File: config.mk
export PLATFORM = sky130hd
export DESIGN_NAME = mem_ctrl_arb_flat
export DESIGN_NICKNAME = d
export VERILOG_FILES = /design/src/rtl/mem_ctrl_arb_if.sv /design/src/rtl/mem_ctrl_arb.sv /design/src/flat_wrapper.sv
export SDC_FILE = /design/constraint.sdc
export NUM_CORES = 1
export LEC_CHECK = 0
export CORE_ASPECT_RATIO = 1.2
export CORE_MARGIN = 4
export CORE_UTILIZATION = 35
export DETAILED_ROUTE_END_ITERATION = 6
export GPL_ROUTABILITY_DRIVEN = 0
export PLACE_DENSITY = 0.66
export SLEW_MARGIN = 30
export SYNTH_ARGS = -nofsm -noshare
export SYNTH_HDL_FRONTEND = slang
export SYNTH_SLANG_ARGS = --single-unit
File: constraint.sdc
create_clock -name clk -period 2.4 [get_ports clk]
set_clock_uncertainty 0.15 [all_clocks]
set_input_delay 0.24 -clock clk [delete_from_list [all_inputs] [get_ports clk]]
set_output_delay 0.24 -clock clk [all_outputs]
set_load 0.01 [all_outputs]
File: src/rtl/mem_ctrl_arb_if.sv
// Request/response and 8-bit memory bus bundle for mem_ctrl_arb.
// slave = controller side, master = requester/memory side.
interface mem_ctrl_arb_if #(
  parameter int NUM_CH     = 2,
  parameter int DATA_BYTES = 4,
  parameter int LW         = (DATA_BYTES > 1) ? $clog2(DATA_BYTES) : 1
);
  logic [NUM_CH-1:0]              req_valid;
  logic [NUM_CH-1:0]              req_we;
  logic [NUM_CH*32-1:0]           req_addr;
  logic [NUM_CH*LW-1:0]           req_len;
  logic [NUM_CH*8*DATA_BYTES-1:0] req_wdata;
  logic [NUM_CH-1:0]              resp_done;
  logic [8*DATA_BYTES-1:0]        resp_rdata;
  logic [7:0]                     mem_din;
  logic [7:0]                     mem_dout;
  logic [31:0]                    mem_a;
  logic                           mem_wr;

  modport slave (
    input  req_valid, req_we, req_addr, req_len, req_wdata, mem_din,
    output resp_done, resp_rdata, mem_dout, mem_a, mem_wr
  );

  modport master (
    output req_valid, req_we, req_addr, req_len, req_wdata, mem_din,
    input  resp_done, resp_rdata, mem_dout, mem_a, mem_wr
  );
endinterface

File: src/rtl/mem_ctrl_arb.sv
// Multi-channel byte-serial memory controller with request arbitration.
// Macro MEM_CTRL_RR_EN selects round-robin arbitration; otherwise lowest channel wins.
module mem_ctrl_arb #(
  parameter int NUM_CH     = 2,
  parameter int DATA_BYTES = 4,
  parameter int LW         = (DATA_BYTES > 1) ? $clog2(DATA_BYTES) : 1
) (
  input  logic          clk,
  input  logic          rst,
  input  logic          rdy,
  input  logic          clear,
  input  logic          io_buffer_full,
  mem_ctrl_arb_if.slave bus
);
  localparam int CW = (NUM_CH > 1) ? $clog2(NUM_CH) : 1;
  localparam int DW = 8 * DATA_BYTES;
  localparam logic [LW:0] CNT_ONE = 1;

  typedef enum logic [1:0] {IDLE, RD, WR, DONE} state_t;

  state_t        state_q, state_d;
  logic [CW-1:0] ch_q;
  logic          io_q;
  logic [LW-1:0] len_q;
  logic [LW:0]   cnt_q;
  logic [DW-1:0] wdata_q;
  logic [DW-1:0] rdata_q;
  logic [31:0]   mem_a_q;
  logic [7:0]    mem_dout_q;
  logic          mem_wr_q;

  logic [CW-1:0] grant;
  logic          any_req;
  logic          w_we;
  logic          w_io;
  logic [31:0]   w_addr;
  logic [LW-1:0] w_len;
  logic [DW-1:0] w_wdata;
  logic          accept, advance, count, capture;
  logic [LW:0]   len_ext;
  logic [LW:0]   cap_idx;

`ifdef MEM_CTRL_RR_EN
  logic [CW-1:0] ptr_q;

  // Search from ptr_q upward; iterating downward lets the closest hit overwrite.
  always_comb begin
    int idx;
    idx     = 0;
    grant   = '0;
    any_req = 1'b0;
    for (int i = NUM_CH - 1; i >= 0; i--) begin
      idx = int'(ptr_q) + i;
      if (idx >= NUM_CH) idx = idx - NUM_CH;
      if (bus.req_valid[idx]) begin
        grant   = CW'(idx);
        any_req = 1'b1;
      end
    end
  end

  always_ff @(posedge clk or negedge rst) begin
    if (!rst) ptr_q <= '0;
    else if (rdy && accept) ptr_q <= (int'(grant) == NUM_CH - 1) ? '0 : CW'(int'(grant) + 1);
  end
`else
  always_comb begin
    grant = '0;
    for (int i = NUM_CH - 1; i >= 0; i--)
      if (bus.req_valid[i]) grant = CW'(i);
  end

  assign any_req = |bus.req_valid;
`endif

  assign w_we    = bus.req_we[grant];
  assign w_addr  = bus.req_addr[32*int'(grant) +: 32];
  assign w_len   = bus.req_len[LW*int'(grant) +: LW];
  assign w_wdata = bus.req_wdata[DW*int'(grant) +: DW];
  assign w_io    = (w_addr[17:16] == 2'b11);
  assign len_ext = {1'b0, len_q};
  assign cap_idx = cnt_q - CNT_ONE;

  always_ff @(posedge clk or negedge rst) begin
    if (!rst)     state_q <= IDLE;
    else if (rdy) state_q <= state_d;
  end

  // NOTE: every signal driven here gets a default first so no path can infer a latch.
  always_comb begin
    state_d = state_q;
    accept  = 1'b0;
    advance = 1'b0;
    count   = 1'b0;
    capture = 1'b0;
    case (state_q)
      IDLE: if (any_req && !(clear && !w_we && !w_io)) begin
        accept  = 1'b1;
        state_d = w_we ? WR : RD;
      end
      WR: if (!(io_q && io_buffer_full)) begin
        if (cnt_q == len_ext) state_d = DONE;
        else begin
          advance = 1'b1;
          count   = 1'b1;
        end
      end
      // In RD cnt_q counts bus cycles: address cnt_q is out, byte cnt_q-1 is returning.
      RD: if (clear && !io_q) state_d = IDLE;
      else begin
        count   = 1'b1;
        capture = (cnt_q != '0);
        advance = (cnt_q < len_ext);
        if (cnt_q == len_ext + CNT_ONE) state_d = DONE;
      end
      default: state_d = IDLE;
    endcase
  end

  // NOTE: rdy low holds every register, so a stalled transfer resumes exactly where it stopped.
  always_ff @(posedge clk or negedge rst) begin
    if (!rst) begin
      ch_q       <= '0;
      io_q       <= 1'b0;
      len_q      <= '0;
      cnt_q      <= '0;
      wdata_q    <= '0;
      rdata_q    <= '0;
      mem_a_q    <= '0;
      mem_dout_q <= '0;
      mem_wr_q   <= 1'b0;
    end else if (rdy) begin
      if (accept) begin
        ch_q       <= grant;
        io_q       <= w_io;
        len_q      <= w_len;
        cnt_q      <= '0;
        wdata_q    <= w_wdata >> 8;
        rdata_q    <= '0;
        mem_a_q    <= w_addr;
        mem_dout_q <= w_wdata[7:0];
        mem_wr_q   <= w_we;
      end else begin
        if (count) cnt_q <= cnt_q + CNT_ONE;
        if (advance) begin
          mem_a_q    <= mem_a_q + 32'd1;
          mem_dout_q <= wdata_q[7:0];
          wdata_q    <= wdata_q >> 8;
        end
        if (capture) rdata_q[8*int'(cap_idx) +: 8] <= bus.mem_din;
        if (state_d != WR) mem_wr_q <= 1'b0;
      end
    end
  end

  assign bus.mem_a      = mem_a_q;
  assign bus.mem_dout   = mem_dout_q;
  assign bus.mem_wr     = mem_wr_q && rdy && !(io_q && io_buffer_full);
  assign bus.resp_rdata = rdata_q;

  always_comb begin
    bus.resp_done = '0;
    if (state_q == DONE) bus.resp_done[ch_q] = 1'b1;
  end
endmodule

File: src/flat_wrapper.sv
// flat-port wrapper written by rule: the top's interface ports become plain ports
module mem_ctrl_arb_flat 
#(
  parameter int NUM_CH     = 2,
  parameter int DATA_BYTES = 4,
  parameter int LW         = (DATA_BYTES > 1) ? $clog2(DATA_BYTES) : 1
)
  (clk, rst, rdy, clear, io_buffer_full, bus_req_valid, bus_req_we, bus_req_addr, bus_req_len, bus_req_wdata, bus_mem_din, bus_resp_done, bus_resp_rdata, bus_mem_dout, bus_mem_a, bus_mem_wr);
  mem_ctrl_arb_if #(.NUM_CH(NUM_CH), .DATA_BYTES(DATA_BYTES), .LW(LW)) bus_i ();
  input  logic clk;
  input  logic rst;
  input  logic rdy;
  input  logic clear;
  input  logic io_buffer_full;
  input wire logic [$bits(bus_i.req_valid)-1:0] bus_req_valid;
  input wire logic [$bits(bus_i.req_we)-1:0] bus_req_we;
  input wire logic [$bits(bus_i.req_addr)-1:0] bus_req_addr;
  input wire logic [$bits(bus_i.req_len)-1:0] bus_req_len;
  input wire logic [$bits(bus_i.req_wdata)-1:0] bus_req_wdata;
  input wire logic [$bits(bus_i.mem_din)-1:0] bus_mem_din;
  output wire logic [$bits(bus_i.resp_done)-1:0] bus_resp_done;
  output wire logic [$bits(bus_i.resp_rdata)-1:0] bus_resp_rdata;
  output wire logic [$bits(bus_i.mem_dout)-1:0] bus_mem_dout;
  output wire logic [$bits(bus_i.mem_a)-1:0] bus_mem_a;
  output wire logic [$bits(bus_i.mem_wr)-1:0] bus_mem_wr;
  assign bus_i.req_valid = bus_req_valid;
  assign bus_i.req_we = bus_req_we;
  assign bus_i.req_addr = bus_req_addr;
  assign bus_i.req_len = bus_req_len;
  assign bus_i.req_wdata = bus_req_wdata;
  assign bus_i.mem_din = bus_mem_din;
  assign bus_resp_done = bus_i.resp_done;
  assign bus_resp_rdata = bus_i.resp_rdata;
  assign bus_mem_dout = bus_i.mem_dout;
  assign bus_mem_a = bus_i.mem_a;
  assign bus_mem_wr = bus_i.mem_wr;
  mem_ctrl_arb #(.NUM_CH(NUM_CH), .DATA_BYTES(DATA_BYTES), .LW(LW)) u_core (.clk(clk), .rst(rst), .rdy(rdy), .clear(clear), .io_buffer_full(io_buffer_full), .bus(bus_i));
endmodule
==> out/summary.md, run 1 <==
The flow ran to the end, and the final reports show no timing, DRC or antenna violations. Kind of path behind the tightest hold check: input port to asynchronous set/reset pin. In this run the power density over the cells is 941 nW/um2. Setup violations remaining at the end of the flow were counted as 0.

The tools report the number of antenna violations at the first check in global routing as 1. Routed via count: 7236. For the worst slew margin relative to its limit, the log shows 58.9%.

The most common cell in the synthesized netlist is sky130_fd_sc_hd__dfrtp_1. The tools report the synthesized netlist net count as 931. Traced cell by cell, the critical path runs through inv_1 > ha_1 > inv_1 > a2111oi_4 > nand2_2 > o31a_1 > a22o_1.

For the depth of the CTS H-tree, the log shows 3. TritonCTS built the clock tree. Tracing the worst setup path back leads to its startpoint at u_core.state_q[1]. The type of the worst setup path is flop to flop. The tools report the count of different cell masters after synthesis as 67. In the post-synthesis netlist, the biggest area contributors are sky130_fd_sc_hd__dfrtp_1, sky130_fd_sc_hd__nand2_1, sky130_fd_sc_hd__nand3_1, sky130_fd_sc_hd__mux2i_1, sky130_fd_sc_hd__nor2_1. The run gives 0.35 ns as the clock insertion delay at the later pin of the skew report. For this run, design rule violations remaining after detail routing come to 0.

The worst register-to-register path begins at u_core.state_q[1]. The number of global-route vias before repair came out at 7026. By count the netlist is led by sky130_fd_sc_hd__dfrtp_1, sky130_fd_sc_hd__nand2_1, sky130_fd_sc_hd__nand3_1, sky130_fd_sc_hd__nor2_1, sky130_fd_sc_hd__buf_2. IR analysis of the VDD net gives a maximum drop of 0.540 mV. The mean routed wirelength per cell is 19.0 um, and the count of maximum capacitance violations is 0.

The maximum number of pins on one net before global-route repair is 60. The type of element capturing the critical path is a flop. The worst setup path is launched from a flop. Of all nets on the critical path, the largest fanout is 8.

In this run the worst setup path terminates at u_core.bus.resp_rdata[3]. During synthesis, Yosys emitted a total of 0 warnings. The top-level port count came out at 224.

The starting density of the core was 35.7%. In this design, the critical path's most frequently occurring cell is sky130_fd_sc_hd__inv_1. The total die area came out at 21600 um2.

The biggest cell delay along the critical path is 0.44 ns. The tools report the overall routing resource usage as 22.3%. The worst register-to-register path has a setup slack of 0.11 ns. For the proportion of synthesized chip area in sequential cells, the log shows 39.2%.

For this run, the post-layout net count is 1207. The number of synthesized register bits came out at 106. The maximum buffer depth of the clock tree is 2. Total met3 wirelength after detailed routing: 1970 um.

The first TritonRoute pass finished after 5 iterations. The highest metal layer with signal wires was met5. Summed over all cells, the static leakage comes to 4.44 nW. The die is 160 um tall. In the synthesized netlist the dominant register cell turns out to be sky130_fd_sc_hd__dfrtp_1.

The run gives 6770 um2 as the netlist area before placement. Measured in cells, the most critical reg-to-reg path has a length of 7. Row generation in the floorplan step produced 55 rows. Of the post-synthesis cell area, the dominant cell type holds 39.2%.

STA puts the critical path data required time at 2.48 ns. The arrival time of data at the critical path endpoint is 2.38 ns, and the core region area is 18900 um2. Compared with the post-synthesis result, the final layout area differs by 51.6%. sky130_fd_sc_hd__dfrtp_1 takes more of the synthesized area than any other cell. The HPWL after detailed placement is 19000 um.

The run gives 552 as the detailed router's first-iteration violation count. For the hold violation total from the final report, the log shows 0. The tools report the final setup TNS as 0 ns.

Cell with the largest stage delay on the worst path: sky130_fd_sc_hd__a2111oi_4. Summed over all layers, the routed wires come to 24700 um. The average footprint of a synthesized cell is 8.84 um2. For this run, asynchronously set or reset flops after synthesis account for 100%.

The antenna violation net count after detailed routing was 0; the total overflow reported by the global router was 0. The tools report the number of pins exceeding their max-slew limit in the final report as 0. The clock-pin slew on the worst setup and hold paths was 0.07 ns. The first global-routing pass estimated 38400 um of wire.

The final core utilization came out at 54.2%. The tools report the buffer type at the clock tree root as sky130_fd_sc_hd__clkbuf_16. For the pin with the worst max-slew slack, the measured transition is 0.616 ns.

The worst path in the final design needs a cycle of 2.29 ns, including I/O delays and setup. The number of vias per cell was 5.56; the clock sink count was 106. The repair_antennas step left the layout with diodes totalling 0. In this run the tool buffered the top-level ports with 223 buffer cells. After detailed routing, the wire length on met1 is 10300 um. Number of buffers created by CTS: 9. Dividing the final minimum period by the clock period gives 95.6%. The run gives 765 as the number of instances in the synthesized netlist.

Cells with a size suffix above 1 make up 14.1% of the layout. The endpoint of the worst register-to-register path was u_core.bus.resp_rdata[3]. The count of flip-flops with a built-in enable after synthesis was 0; the upper clock frequency limit was 0.436 GHz. In this run the horizontal extent of the chip is 135 um. The tools report the wire length on met2 as 11600 um.
-- cell type report --
| cell class | count | area (um2) |
|---|---|---|
| Sequential cell | 106 | 2650 |
| Clock buffer | 11 | 233 |
| Fill cell | 1774 | 8670 |
| Inverter | 24 | 90.1 |
| Multi-Input combinational cell | 578 | 3840 |
| Tap cell | 256 | 320 |
| Clock inverter | 5 | 62.6 |
| Timing Repair Buffer | 322 | 3060 |
-- kinds of logic after synthesis --
family / after synthesis / synth area share [%]
simple gates: 319 / 23.6
compound gates: 213 / 24.5
flops: 106 / 39.2
buf+inv: 81 / 5.34
mux: 25 / 3.74
fa+ha+maj: 17 / 3.14
xor+xnor: 4 / 0.518
-- critical path: cells and delay by family (launching register included) --
kind | cells | cell delay, ns
DFF | 1 | 0.38
AOI/OAI and AO/OA | 3 | 1.15
adders and majority gates | 1 | 0.18
buffers and inverters | 2 | 0.19
and+or+nand+nor | 1 | 0.12
-- per-layer routing --
layer / GRT usage [%] / up-vias
met2: 36.1 / 326
met4: 8.43 / 2
met1: 29.6 / 3440
li1: - / 3405
met5: 0 / -
met3: 4.26 / 63
-- sequential cells by signal, summed over array words and instances, names as in the netlist --
signal and flops:
u_core.ch_q 1, u_core.cnt_q 3, u_core.io_q 1, u_core.state_q 2, u_core.bus.mem_a 32, u_core.wdata_q 24
u_core.bus.mem_dout 8, u_core.bus.resp_rdata 32, u_core.len_q 2, u_core.mem_wr_q 1
-- through the flow --
| step | instances | area, um2 | power, W | hold WS, ns | worst slack (ns) |
|---|---|---|---|---|---|
| after detailed placement | 1280 | 9840 | 0.00797 | 0.151 | -0.179 |
| after global routing | 1302 | 10300 | 0.0103 | 0.318 | -0.0208 |
| final | 1302 | 10300 | 0.00965 | 0.301 | 0.106 |
| after floorplan | 765 | 6770 | 0.00562 | -0.206 | 0.109 |
| after global placement | 1280 | 9830 | 0.00792 | 0.144 | -0.166 |
| after CTS | 1297 | 10100 | 0.00950 | 0.302 | 0.00783 |
-- layout by cell type, fill, tap and decap left out, drive strengths merged, types with 10 or more instances in the layout --
cell / Yosys / final
a22o: 24 / 24
nand2: 102 / 102
clkbuf: 16 / 11
a31oi: 14 / 14
nor2: 60 / 60
clkdlybuf4s50: 0 / 222
o22ai: 10 / 10
o21ai: 28 / 28
and2: 13 / 13
ha: 17 / 17
inv: 24 / 26
o31ai: 18 / 18
nand3: 64 / 64
a22oi: 22 / 22
mux2i: 23 / 23
nand4: 18 / 18
o22a: 10 / 10
a21oi: 27 / 27
buf: 41 / 99
and3: 31 / 31
dfrtp: 106 / 106
-- power by group --
part	switching, W	total [W]	leakage, nW	internal [W]
combinational	0.00271	0.00516	2.95	0.00245
sequential	0.000625	0.00297	1.36	0.00235
clock	0.000694	0.00151	0.137	0.000819
total	0.00403	0.00965	4.44	0.00562
-- how the worst min path moves through the flow --
stage	endpoint	slack, ns	depth (start not counted)
finish	u_core.bus.resp_rdata[0]	0.30	2
global route	u_core.len_q[0]	0.32	3
CTS	u_core.len_q[1]	0.30	3
detailed placement	u_core.bus.resp_rdata[0]	0.15	1
global placement	u_core.bus.resp_rdata[0]	0.14	1
floorplan	u_core.bus.mem_a[0]	-0.21	0
-- timing repair --
item / in CTS / in global routing
buffers inserted: 0 / 5
gates cloned: 0 / 0
resized for setup: 1 / 11
hold endpoints to repair: 43 / 0
pin swaps: 0 / 6
hold buffers: 1 / 0
setup endpoints to repair: 8 / 67
(Power assumes the default switching activity.)
==> run 2, diff against run 1 <==
CTS_BUF_LIST = sky130_fd_sc_hd__clkbuf_16   (was unset)
PLACE_DENSITY = 0.69   (was 0.66)
clock period = 1.9 ns   (was 2.4 ns; I/O delays follow)
==> run 2 against run 1 <==
Effect of this change: the run now ends with negative setup slack left; cell count is 8.0% higher; routed wire length is 22% higher; first-iteration DRC count is 23% higher; non-clock buffer count is 103 higher; die area stayed put; critical path depth is 1 higher; sequential power is 27% higher; sequential share of layout area is 5.2 points lower; count of clock-buffer cells in the layout is 2 lower; utilization is 14 points higher; clock power is 33% higher; largest power group unchanged.
==> out/summary.md, run 2 (synthesis results as in run 1) <==
The flow ran to the end, but the final reports show violations. The final reports fail on negative setup slack. The total length of routed wires is 30200 um (was 24700 um), and the relative area change from synthesis to final layout is 90.6% (was 51.6%). The number of placed instances with taps included is 1335 (was 1280), and the depth of the worst register-to-register path is 8 (was 7).

The total die area is 21600 um2 (unchanged). Final cell count without fillers: 1406 (was 1302). The cell-internal power is 0.0101 W (was 0.00562 W).

The tools report the depth of the CTS H-tree as 3 (unchanged). The tools report the reg-to-reg startpoint as u_core.cnt_q[1] (was u_core.state_q[1]). The arrival time of data at the critical path endpoint was 2.25 ns (was 2.38 ns); the net switching power of the design was 0.00737 W (was 0.00403 W). The number of buffers created by CTS came out at 9 (unchanged). TritonCTS built the clock tree. Type of element launching the critical path: a flop (unchanged).

The final core utilization is 68.2% (was 54.2%), and the top-level port count is 224 (unchanged). The final period demand of the worst path was 2.14 ns (was 2.29 ns). The logs give 5.41 nW (was 4.44 nW) for the static leakage and 0 (unchanged) for the count of antenna diodes in the layout.

The starting density of the core is 35.7% (unchanged). The width of the die works out to 135 um (unchanged). The register-to-register path setup slack was -0.24 ns (was 0.11 ns); the worst-case hold slack was 0.200 ns (was 0.301 ns). The share of total power consumed by net switching is 42.2% (was 41.7%). The largest fanout of any net on the critical path came out at 7 (was 8). The sequential group share of total power is 21.6% (was 30.8%), and the count of port buffers added during placement is 223 (unchanged). The count of filler cells inserted in the layout came out at 1387 (was 1774). The hold violation total from the final report was 0 (unchanged). The biggest cell delay along the critical path is 0.47 ns (was 0.44 ns). The number of pins exceeding their max-slew limit in the final report was 0 (unchanged); the maximum number of pins on one net before global-route repair was 66 (was 60).

The share of layout cells above drive strength 1 is 38.3% (was 14.1%), and the portion of total power attributed to the clock network is 11.5% (was 15.7%). The wire length of the first global-routing pass is 44500 um (was 38400 um), and the number of global-route vias before repair is 8070 (was 7026). The power density over the cells was 1360 nW/um2 (was 941 nW/um2). For the worst slew margin relative to its limit, the log shows 62.9% (was 58.9%). The clock insertion delay at the later pin of the skew report is 0.37 ns (was 0.35 ns), and the routed via count is 8001 (was 7236).

The run gives 2.01 ns (was 2.48 ns) as the data required time at the worst endpoint. The run gives 18900 um2 (unchanged) as the core region area. The run gives 1311 (was 1207) as the number of nets in the layout. The commonest non-fill, non-tap cell in the layout is sky130_fd_sc_hd__clkdlybuf4s50_1 (unchanged).

The upper clock frequency limit is 0.467 GHz (was 0.436 GHz), and the final cycle utilization of the critical path is 113% (was 95.6%). Most congested layer reported by global routing: met2 (unchanged). The run gives 5 (unchanged) as the number of iterations in the first detailed-routing pass.

The number of failing setup endpoints in the final timing report is 101 (was 0). The run gives 106 (unchanged) as the clock sink count. The cell with the largest stage delay on the worst path is sky130_fd_sc_hd__dfrtp_2 (was sky130_fd_sc_hd__a2111oi_4). CP Cell Sequence: ha_4 > inv_2 > o2111ai_4 > a21o_4 > buf_12 > buf_16 > nor4_2 > a211o_1 (was inv_1 > ha_1 > inv_1 > a2111oi_4 > nand2_2 > o31a_1 > a22o_1). The endpoint of the worst register-to-register path was u_core.bus.mem_a[0] (was u_core.bus.resp_rdata[3]).

For the detailed router's first-iteration violation count, the log shows 679 (was 552). The run gives 0.875 mV (was 0.540 mV) as the worst vdd rail ir drop. The run gives 0 (unchanged) as the count of maximum capacitance violations. Leading cell types in the layout, fill and taps excluded: sky130_fd_sc_hd__clkdlybuf4s50_1, sky130_fd_sc_hd__buf_4, sky130_fd_sc_hd__dfrtp_1 (was sky130_fd_sc_hd__clkdlybuf4s50_1, sky130_fd_sc_hd__dfrtp_1, sky130_fd_sc_hd__nand2_1). The height of the chip was 160 um (unchanged). Start point of the critical path: u_core.cnt_q[1] (was u_core.state_q[1]). The overall routing resource usage was 26.0% (was 22.3%); the number of vias per cell was 5.69 (was 5.56). The met3 track demand over resource in global routing is 3.67% (was 4.26%), and the total overflow reported by the global router is 0 (unchanged).

The detailed-placement wirelength estimate is 19700 um (was 19000 um), and the number of antenna violations at the first check in global routing is 0 (was 1). Setup repair after global routing could not meet its margin everywhere. For the antenna violation net count after detailed routing, the log shows 0 (unchanged). The DRC violation count after routing was 0 (unchanged); the transition time at the pin with the least slew margin was 0.556 ns (was 0.616 ns). The mean routed wirelength per cell was 21.5 um (was 19.0 um). The kind of path behind the tightest hold check is input port to asynchronous set/reset pin (unchanged). The type of element capturing the critical path is a flop (unchanged). The run gives -0.240 ns (was 0.106 ns) as the final critical-path setup slack.

The buffer type at the clock tree root is sky130_fd_sc_hd__clkbuf_16 (unchanged). The type of the worst setup path is flop to flop (unchanged). The row count was 55 (unchanged). For the routing usage on met1, the log shows 33.0% (was 29.6%). The maximum buffer depth of the clock tree is 2 (unchanged), and the clock-pin slew on the worst setup and hold paths is 0.08 ns (was 0.07 ns).

The met2 track utilization from global routing came out at 44.9% (was 36.1%). The combinational cell fraction of total power is 66.9% (was 53.5%).
==> run 2: final cells by class <==
type                    instances  area [um2]  share of cell area, %
flip-flops and latches        106        2660                   20.6
clock inverters                 7        77.6                  0.601
multi-input cells             579        5080                   39.4
inverters                      24         100                  0.776
repair buffers                425        4430                   34.3
well taps                     256         320                   2.48
clock buffers                   9         225                   1.75
==> run 2: critical path: cells and delay by family (launching register included) <==
family	cells	cell delay, ns
and+or+nand+nor	1	0.03
AOI/OAI and AO/OA	3	0.81
adders and majority gates	1	0.29
buffers and inverters	3	0.29
DFF	1	0.47
==> run 2: stage by stage <==
step,setup TNS [ns],total power [W],worst slack (ns),cell area [um2]
after floorplan,-8.48,0.00756,-0.190,7020
after global placement,-46.09,0.0109,-0.489,10400
after detailed placement,-49.05,0.0110,-0.540,10400
after CTS,-13.99,0.0160,-0.219,12200
after global routing,-24.12,0.0182,-0.345,12900
final,-17.87,0.0175,-0.240,12900
==> run 2: how the worst max path moves through the flow <==
stage                               end  depth (start not counted)
2_1_floorplan  u_core.bus.resp_rdata[0]                          7
5_1_grt        u_core.bus.resp_rdata[0]                          6
3_5_place_dp         u_core.wdata_q[14]                          8
3_3_place_gp         u_core.wdata_q[13]                          7
6_report            u_core.bus.mem_a[0]                          8
4_1_cts        u_core.bus.resp_rdata[7]                          6
==> run 2: what timing repair did <==
action                                  4_1_cts  5_1_grt
endpoints found under the setup margin      108      105
cloned                                       15        5
gates resized for setup                     209      101
buffers inserted                             29       14
hold buffers                                  1        0
pin swaps                                    88       66
hold endpoints to repair                    106        0
==> run 2: layer usage <==
| metal | part of all wire, % | vias up |
|---|---|---|
| li1 | - | 3630 |
| met1 | 39 | 3886 |
| met2 | 51 | 382 |
| met3 | 5.9 | 103 |
| met4 | 4.2 | 0 |
| met5 | 0 | - |
==> run 2: power groups by stage <==
stage          Sequential, W  Combinational [W]  Clock, W
3_3_place_gp         0.00361            0.00730         0
4_1_cts              0.00366             0.0104   0.00200
2_1_floorplan        0.00375            0.00381         0
3_5_place_dp         0.00361            0.00742         0
6_report             0.00378             0.0117   0.00201
5_1_grt              0.00385             0.0123   0.00210
==> run 3, diff against run 2 <==
REMOVE_ABC_BUFFERS = 1   (was unset)
SKIP_CTS_REPAIR_TIMING = 1   (was unset)
==> run 3 against run 2 <==
Effect of this change: the flow still finishes with violations (negative setup slack); total power fell by 11%; flip-flop and latch count unchanged; first-iteration DRC count fell by 17%; largest power group unchanged.
==> out/summary.md, run 3 (synthesis results as in run 1) <==
The run finished, with violations left. Violations in the final reports: negative setup slack (unchanged). Depth of the CTS H-tree: 3 (unchanged).

Buffer type at the clock tree root: sky130_fd_sc_hd__clkbuf_16 (unchanged). The largest fanout of any net on the critical path is 7 (unchanged), and the mean routed wirelength per cell is 20.2 um (was 21.5 um). The run gives 5 (unchanged) as the number of iterations in the first detailed-routing pass. The logs give 20100 um (was 19700 um) for the detailed-placement wirelength estimate and 2 (unchanged) for the maximum buffer depth of the clock tree. The kind of path behind the tightest hold check is input port to asynchronous set/reset pin (unchanged). Data required time at the worst endpoint: 2.00 ns (was 2.01 ns). The commonest non-fill, non-tap cell in the layout was sky130_fd_sc_hd__clkdlybuf4s50_1 (unchanged). Number of failing setup endpoints in the final timing report: 101 (unchanged). The tools report the row count as 55 (unchanged). For the sequential group share of total power, the log shows 23.4% (was 21.6%). The run gives 224 (unchanged) as the top-level port count.

The cell with the largest stage delay on the worst path is sky130_fd_sc_hd__dfrtp_1 (was sky130_fd_sc_hd__dfrtp_2). The multi-input gate area in the final layout was 4560 um2 (was 5080 um2); the height of the chip was 160 um (unchanged). The relative area change from synthesis to final layout is 79.0% (was 90.6%). The final period demand of the worst path is 2.31 ns (was 2.14 ns).

The upper clock frequency limit was 0.434 GHz (was 0.467 GHz). The cell count along the critical path is 9 (was 8), and the detailed router's first-iteration violation count is 565 (was 679). Number of buffers created by CTS: 9 (unchanged). The total die area is 21600 um2 (unchanged). CP Cell Sequence: inv_2 > buf_6 > ha_4 > nand3b_1 > nand3_4 > a21oi_4 > nor2_4 > clkbuf_16 > o22a_1 (was ha_4 > inv_2 > o2111ai_4 > a21o_4 > buf_12 > buf_16 > nor4_2 > a211o_1). The type of the worst setup path is flop to flop (unchanged).

The register-to-register path setup slack came out at -0.41 ns (was -0.24 ns). The reg-to-reg startpoint is u_core.cnt_q[0] (was u_core.cnt_q[1]). Final cycle utilization of the critical path: 121% (was 113%). The logs give 1402 (was 1406) for the final cell count without fillers and 1307 (was 1311) for the number of nets in the layout. The run gives 12.7% (was 11.5%) as the portion of total power attributed to the clock network. The count of maximum capacitance violations was 0 (unchanged). The total overflow reported by the global router came out at 0 (unchanged). The worst slew margin relative to its limit is 66.5% (was 62.9%).

The tools report the number of placed instances with taps included as 1345 (was 1335). The logs give 64.0% (was 66.9%) for the combinational cell fraction of total power and 106 (unchanged) for the clock sink count. The tools report the antenna violation net count after detailed routing as 0 (unchanged). The number of vias per cell was 5.65 (was 5.69). The count of port buffers added during placement works out to 223 (unchanged). The transition time at the pin with the least slew margin works out to 0.502 ns (was 0.556 ns). The share of total power consumed by net switching was 41.9% (was 42.2%); the maximum number of pins on one net before global-route repair was 42 (was 66). The number of global-route vias before repair is 7639 (was 8070). Buffer and inverter count on the worst path: 3 (unchanged). The tools report the number of antenna violations at the first check in global routing as 1 (was 0). The overall routing resource usage was 23.1% (was 26.0%). Clock-pin slew on the worst setup and hold paths: 0.08 ns (about the same). The tools report the worst vdd rail ir drop as 0.632 mV (was 0.875 mV).

The final critical-path setup slack is -0.407 ns (was -0.240 ns). The static leakage was 5.27 nW (was 5.41 nW); the starting density of the core was 35.7% (unchanged). Hold violation total from the final report: 0 (unchanged).

The run gives 0 (unchanged) as the DRC violation count after routing. Core region area: 18900 um2 (unchanged). The arrival time of data at the critical path endpoint is 2.41 ns (was 2.25 ns). Setup repair after global routing could not meet its margin everywhere.

Final setup TNS: -30.32 ns (was -17.87 ns). The tools report the register area as 2660 um2 (about the same). Net switching power of the design: 0.00653 W (was 0.00737 W). The type of element capturing the critical path is a flop (unchanged). Count of antenna diodes in the layout: 0 (unchanged). The total length of routed wires is 28300 um (was 30200 um), and the depth of the worst register-to-register path is 9 (was 8).

Leading cell types in the layout, fill and taps excluded: sky130_fd_sc_hd__clkdlybuf4s50_1, sky130_fd_sc_hd__buf_4, sky130_fd_sc_hd__dfrtp_1 (unchanged). The count of filler cells inserted in the layout is 1483 (was 1387). The endpoint of the worst register-to-register path was u_core.bus.mem_a[2] (was u_core.bus.mem_a[0]). The routed via count is 7926 (was 8001). TritonCTS built the clock tree. The tools report the wire length of the first global-routing pass as 40000 um (was 44500 um).

The share of layout cells above drive strength 1 came out at 30.2% (was 38.3%). The tools report the cell-internal power as 0.00904 W (was 0.0101 W). The biggest cell delay along the critical path works out to 0.40 ns (was 0.47 ns).

The top cell family by delay on the critical path was compound AO/OA/AOI/OAI gates (unchanged). The clock insertion delay at the later pin of the skew report is 0.36 ns (was 0.37 ns), and the number of pins exceeding their max-slew limit in the final report is 0 (unchanged). The power density over the cells is 1280 nW/um2 (was 1360 nW/um2). The width of the die was 135 um (unchanged); the worst-case hold slack was 0.0920 ns (was 0.200 ns). The type of element launching the critical path is a flop (unchanged).
## run 3: changes by cell type in the layout (fill, tap and decap cells not counted), sizes merged
cell,change
bufinv,+1
bufbuf,-1
clkinv,+2
clkbuf,+5
inv,-4
clkinvlp,+1
dlymetal6s2s,+5
buf,-11
clkdlybuf4s50,-1
dlygate4sd2,-1
## run 3: layout make-up
cell class	instances	area share [%]
sequential	106	21.9
tap	256	2.64
multi-input combinational	579	37.7
timing repair buffer	421	34.4
clock buffer	9	1.86
inverter	24	0.785
clock inverter	7	0.651
## run 3: how the worst max path moves through the flow
stage	start	endpoint
after floorplan	bus_req_valid[0]	u_core.bus.mem_a[13]
after detailed placement	bus_req_we[1]	u_core.bus.mem_a[23]
final	u_core.cnt_q[0]	u_core.bus.mem_a[2]
after global placement	clear	u_core.bus.resp_rdata[27]
after CTS	u_core.cnt_q[0]	u_core.wdata_q[10]
after global routing	u_core.cnt_q[0]	u_core.bus.mem_a[2]
## run 3: layer usage
layer	GRT usage, %	share of wire, %
met2	39.4	50
met1	27.9	37
met3	5.83	8.9
met5	0	0.067
met4	9.03	3.8
## run 3: power groups by stage
| stage | registers (W) | clock network, W | logic (W) |
|---|---|---|---|
| floorplan | 0.00378 | 0 | 0.00308 |
| global placement | 0.00353 | 0 | 0.00734 |
| detailed placement | 0.00355 | 0 | 0.00745 |
| CTS | 0.00352 | 0.00199 | 0.00749 |
| global route | 0.00372 | 0.00206 | 0.0105 |
| finish | 0.00364 | 0.00197 | 0.00996 |
## run 3: per-stage QoR
stage / total power, W / area, um2 / setup WS, ns / util [%]
CTS: 0.0130 / 10700 / -0.513 / 56.6
finish: 0.0156 / 12100 / -0.407 / 64.0
global route: 0.0163 / 12100 / -0.482 / 64.0
global placement: 0.0109 / 10400 / -0.664 / 55.0
floorplan: 0.00685 / 6490 / -2.75 / -
detailed placement: 0.0110 / 10400 / -0.616 / 55.0
